**config.mk**
```make
export PLATFORM = sky130hd
export DESIGN_NAME = coco_ram_slot_ctrl
export DESIGN_NICKNAME = d
export VERILOG_FILES = /design/src/rtl/coco_pkg.sv /design/src/rtl/coco_rr_arbiter.sv /design/src/rtl/coco_ram_slot_ctrl.sv
export SDC_FILE = /design/constraint.sdc
export NUM_CORES = 1
export LEC_CHECK = 0
export CELL_PAD_IN_SITES_DETAIL_PLACEMENT = 0
export CELL_PAD_IN_SITES_GLOBAL_PLACEMENT = 1
export CORE_MARGIN = 1
export CORE_UTILIZATION = 30
export DETAILED_ROUTE_END_ITERATION = 10
export PLACE_DENSITY_LB_ADDON = 0.1
export SYNTH_ARGS = -nofsm -noshare
export SYNTH_HDL_FRONTEND = slang
export SYNTH_SLANG_ARGS = --single-unit
export TNS_END_PERCENT = 5
```
**constraint.sdc**
```tcl
create_clock -name clk -period 5.5 [get_ports clk]
set_input_delay 0.55 -clock clk [delete_from_list [all_inputs] [get_ports clk]]
set_output_delay 0.55 -clock clk [all_outputs]
set_load 0.005 [all_outputs]
```
**src/rtl/coco_pkg.sv**
```systemverilog
// Shared phase constants and types for the CoCo SAM-style RAM slot controller.
package coco_pkg;

  typedef logic [3:0] phase_t;

  localparam phase_t PH_VID_ADDR = 4'd1;
  localparam phase_t PH_VID_LAT  = 4'd3;
  localparam phase_t PH_CPU_ADDR = 4'd9;
  localparam phase_t PH_CPU_LAT  = 4'd11;

  localparam phase_t Q_LO = 4'd4;
  localparam phase_t Q_HI = 4'd11;
  localparam phase_t E_LO = 4'd8;
  localparam phase_t E_HI = 4'd15;

  function automatic logic in_window(phase_t ph, phase_t lo, phase_t hi);
    return (ph >= lo) && (ph <= hi);
  endfunction

endpackage

```
**src/rtl/coco_rr_arbiter.sv**
```systemverilog
// Combinational round-robin arbiter: scans requests starting one past the last winner.
module coco_rr_arbiter #(
  parameter int unsigned NCH  = 2,
  parameter int unsigned CH_W = 1
) (
  input  logic [NCH-1:0]  req,
  input  logic [CH_W-1:0] ptr,
  output logic [NCH-1:0]  gnt,
  output logic [CH_W-1:0] idx,
  output logic            found
);

  logic [CH_W-1:0] ch;

  always_comb begin
    gnt   = '0;
    idx   = '0;
    found = 1'b0;
    ch    = '0;
    for (int unsigned i = 1; i <= NCH; i++) begin
      ch = CH_W'((32'(ptr) + i) % NCH);
      if (!found && req[ch]) begin
        found   = 1'b1;
        gnt[ch] = 1'b1;
        idx     = ch;
      end
    end
  end

endmodule

```
**src/rtl/coco_ram_slot_ctrl.sv**
```systemverilog
// RAM time-slot controller: pixel-rate divider, 16-phase E/Q cycle, and one video/DMA fetch
// plus one CPU access per CPU cycle on a single-port synchronous RAM.
module coco_ram_slot_ctrl
  import coco_pkg::*;
#(
  parameter int unsigned CLK_DIV = 4,
  parameter int unsigned ADDR_W  = 16,
  parameter int unsigned DATA_W  = 8,
  parameter int unsigned NCH     = 2
) (
  input  logic                  clk,
  input  logic                  reset,
  output logic                  clk_ena,
  output logic                  e,
  output logic                  q,
  output logic [3:0]            phase,
  input  logic [ADDR_W-1:0]     cpu_addr,
  input  logic                  cpu_rw,
  input  logic                  cpu_ram_sel,
  input  logic [DATA_W-1:0]     cpu_wdata,
  output logic [DATA_W-1:0]     cpu_rdata,
  input  logic [NCH-1:0]        vid_req,
  input  logic [NCH*ADDR_W-1:0] vid_addr,
  output logic [NCH-1:0]        vid_gnt,
  output logic [NCH-1:0]        vid_valid,
  output logic [DATA_W-1:0]     vid_data,
  output logic [ADDR_W-1:0]     ram_addr,
  output logic                  ram_we,
  output logic [DATA_W-1:0]     ram_wdata,
  input  logic [DATA_W-1:0]     ram_rdata
);

  localparam int unsigned CH_W     = (NCH > 1) ? $clog2(NCH) : 1;
  localparam logic [3:0]  DIV_LAST = 4'(CLK_DIV - 1);

  logic [3:0]      div_q;
  logic            run_q;
  phase_t          phase_q, phase_d;
  logic [CH_W-1:0] ptr_q;
  logic [NCH-1:0]  pend_gnt_q;
  logic            cpu_rd_pend_q;

  logic [NCH-1:0]    arb_gnt;
  logic [CH_W-1:0]   arb_idx;
  logic              arb_found;
  logic [ADDR_W-1:0] ch_addr [NCH];
  logic [ADDR_W-1:0] win_addr;
  logic              vid_slot, vid_lat_slot, cpu_slot, cpu_lat_slot;

  for (genvar g = 0; g < NCH; g++) begin : g_ch_addr
    assign ch_addr[g] = vid_addr[g*ADDR_W +: ADDR_W];
  end

  coco_rr_arbiter #(
    .NCH  (NCH),
    .CH_W (CH_W)
  ) u_arb (
    .req   (vid_req),
    .ptr   (ptr_q),
    .gnt   (arb_gnt),
    .idx   (arb_idx),
    .found (arb_found)
  );

  // run_q keeps clk_ena low while in reset even when CLK_DIV=1 makes the wrap compare constant.
  assign clk_ena      = run_q & (div_q == DIV_LAST);
  assign phase        = phase_q;
  assign phase_d      = clk_ena ? phase_q + 4'd1 : phase_q;
  assign win_addr     = ch_addr[arb_idx];
  assign vid_slot     = clk_ena && (phase_q == PH_VID_ADDR);
  assign vid_lat_slot = clk_ena && (phase_q == PH_VID_LAT);
  assign cpu_slot     = clk_ena && (phase_q == PH_CPU_ADDR);
  assign cpu_lat_slot = clk_ena && (phase_q == PH_CPU_LAT);

  always_ff @(posedge clk or negedge reset) begin
    if (!reset) begin
      div_q         <= '0;
      run_q         <= 1'b0;
      phase_q       <= '0;
      e             <= 1'b0;
      q             <= 1'b0;
      ptr_q         <= CH_W'(NCH - 1);
      pend_gnt_q    <= '0;
      cpu_rd_pend_q <= 1'b0;
      vid_gnt       <= '0;
      vid_valid     <= '0;
      vid_data      <= '0;
      cpu_rdata     <= '0;
      ram_addr      <= '0;
      ram_we        <= 1'b0;
      ram_wdata     <= '0;
    end else begin
      run_q     <= 1'b1;
      div_q     <= (div_q == DIV_LAST) ? 4'd0 : div_q + 4'd1;
      phase_q   <= phase_d;
      // Decode from the next phase so e/q line up with the phase they belong to.
      q         <= in_window(phase_d, Q_LO, Q_HI);
      e         <= in_window(phase_d, E_LO, E_HI);
      vid_gnt   <= '0;
      vid_valid <= '0;
      ram_we    <= 1'b0;

      if (vid_slot) begin
        pend_gnt_q <= arb_gnt;
        if (arb_found) begin
          vid_gnt  <= arb_gnt;
          ptr_q    <= arb_idx;
          ram_addr <= win_addr;
        end
      end

      if (vid_lat_slot) begin
        if (|pend_gnt_q) begin
          vid_data  <= ram_rdata;
          vid_valid <= pend_gnt_q;
        end
        pend_gnt_q <= '0;
      end

      if (cpu_slot) begin
        cpu_rd_pend_q <= cpu_ram_sel & cpu_rw;
        if (cpu_ram_sel) begin
          ram_addr <= cpu_addr;
          if (!cpu_rw) begin
            ram_wdata <= cpu_wdata;
            ram_we    <= 1'b1;
          end
        end
      end

      if (cpu_lat_slot) begin
        if (cpu_rd_pend_q) cpu_rdata <= ram_rdata;
        cpu_rd_pend_q <= 1'b0;
      end
    end
  end

endmodule
```
==> metrics.txt <==
CP endpoint kind=output pin; dpl ws=2.99 ns; syn avg cell area=12.2 um^2; WHS=0.362 ns; largest family of logic cells by synthesized area=compound AO/OA/AOI/OAI gates; Pre-Repair DR Iteration Count=4; clk_lat worst skew=0.33 ns; Synth area leader=dfrtp_1; synthesized area=2660 um^2; number of global-route vias before repair=2,039; crit-path cells=ha_1, nand4bb_4, inv_1, clkdlybuf4s50_1; Worst Path Max Fanout=13; maximum vdd drop=0.182 mV; Final GP Congestion=0.709; Post-Syn Instances=219; Final Cycle Share=0.459; GRT Overall Usage=0.152; max_cap viols=0; Final TNS setup=0 ns; Via density=4.79; Die Span Y=96.2 um; actual slew at the worst max-slew pin=1.14 ns; max-slew violations=0; Buf/Inv on CP=2; Synth Area in XOR/XNOR=0.0132; Rows=33; clock sink count=60; Overflow after GRT=0; first-pass GRT wire length=10,300 um; crit path time final=2.52 ns; count leader, synth=dfrtp_1; reg2reg start=phase[0]$_DFF_PN0_; PnR worst setup slack=2.98 ns; core region area=8380 um^2; Final #Nets=416; postcts setup bufs=0; Fmax=0.396 GHz; final instance area=4140 um^2; ANT nets after route=0; TritonCTS Buffers=9; EDFF count, synth=0; largest net degree at the start of global routing=61; routed vias=2,166; mux contribution to synthesized area=0.105; # H-tree levels=3; Die X=96.2 um; critical path's largest stage delay=0.54 ns; Area growth syn-to-layout=55.6%; post-cts sizing count=0; Pwr Total=1.53 mW; Final Non-Filler Cells=452; status=finished, final reports clean; Simple-Gate Fraction of Synth Area=0.119; Initial DRC Count=52; Worst Path Required=4.95 ns; HPWL Detailed=4710 um; compound-cell area share of the yosys netlist=0.140; drt wl/cell=15.0 um; Port Buf Inserts=121; library cells used by synthesis=40; Worst Setup SP=div_q[0]$_DFF_PN0_; fill cell count=778; Pleak=1.79 nW; Post-synth ARST share=1.00; critical path's slowest cell=clkdlybuf4s50_1; top-area cell type share of the netlist area=0.555; placed inst area=3940 um^2; CTS tree=yes; clk slew on worst S/H paths=0.07 ns; Final Hold Viols=0; initial core utilization=0.318; Yosys reg bits=60; CP top delay family=buffers and inverters; relative slew slack=0.239; # diodes=0; final setup violation count=0; critical path class=reg2out; Core Util, Final=0.494; startpoint types=register; syn_nets=293; initial antenna violation count=0; worst endpoint data arrival time=1.97 ns; Post-synth top cells=dfrtp_1, nand2_1, mux2_2; RSZ-0062 raised after global routing=no; Min-Delay Path Class=in2async; DRT Wirelength=6800 um; number of I/O pins=122; Synth Area in Adders=0.0188; Clock Root Buffer=clkbuf_8; Synth Warn #=0; Cells after DPL=436; post-synthesis sequential area ratio=0.565; clock buffer depth=2; DRC Markers=0; ys flop type=dfrtp_1; top cells by area, synth=dfrtp_1, mux2_2, nand2_1; PwrDens=369 nW/um^2; layout cells sized above 1=0.161; final setup skew=0.00617 ns; cts hold-fix bufs=0; total die area=9250 um^2
power by group:
part | leakage [nW] | total, mW | internal [mW] | switching (mW)
sequential | 0.777 | 0.640 | 0.554 | 0.0858
clock | 0.102 | 0.401 | 0.232 | 0.168
combinational | 0.912 | 0.486 | 0.321 | 0.165
cell type report:
cell class / count / area [um^2] / area share
Clock buffer: 12 / 155 / 0.0375
Multi-Input combinational cell: 141 / 1060 / 0.255
Inverter: 7 / 26.3 / 0.00634
Clock inverter: 4 / 47.5 / 0.0115
Sequential cell: 60 / 1500 / 0.363
Timing Repair Buffer: 123 / 1220 / 0.295
Tap cell: 105 / 131 / 0.0317
per-layer routing:
layer | global-route usage | part of all wire | vias to the layer above
met4 | 0.0485 | 0.0088 | 0
met3 | 0.0758 | 0.090 | 6
met5 | 0 | 0 | -
li1 | - | - | 1032
met1 | 0.201 | 0.44 | 1055
met2 | 0.216 | 0.46 | 73
cell usage in the layout (no fill, tap or decap), drive strengths merged, types with 3 or more instances in the layout:
cell type      synthesis  final
nor2                   4      4
nand3                  3      3
xnor2                  4      4
dfrtp                 59     59
clkbuf                 4     12
buf                    7      3
ha                     4      4
clkdlybuf4s50          0    120
a221o                 16     16
nor4                   3      3
a21oi                 19     19
nor3                   3      3
mux2                  24     24
inv                    7      7
nand2                 37     37
sequential cells by signal, indices dropped and copies added (netlist names), 2 cells and up:
name and cells:
vid_data 8, vid_gnt 2, phase 4, ram_wdata 8
pend_gnt_q 2, vid_valid 2, ram_addr 16, cpu_rdata 8
div_q 4
cells by family after synthesis:
group | Yosys count
flops | 60
simple gates | 59
compound gates | 48
mux | 25
buf+inv | 18
fa+ha+maj | 4
xor+xnor | 4
other cells | 1
path summary, 6_finish.rpt:
check                      cells past startpoint                  endpoint  slack [ns]
min in group clk                               1        div_q[0]$_DFF_PN0_        0.45
hold / removal                                 2  ram_wdata[5]$_DFFE_PN0P_        0.36
setup reg to reg                               4    ram_addr[14]$_DFF_PN0_        3.16
hold reg to reg                                1        div_q[0]$_DFF_PN0_        0.45
setup / recovery                               4                   clk_ena        2.98
max in group asynchronous                      2  cpu_rdata[4]$_DFFE_PN0P_        4.64
(Power assumes the default switching activity.)
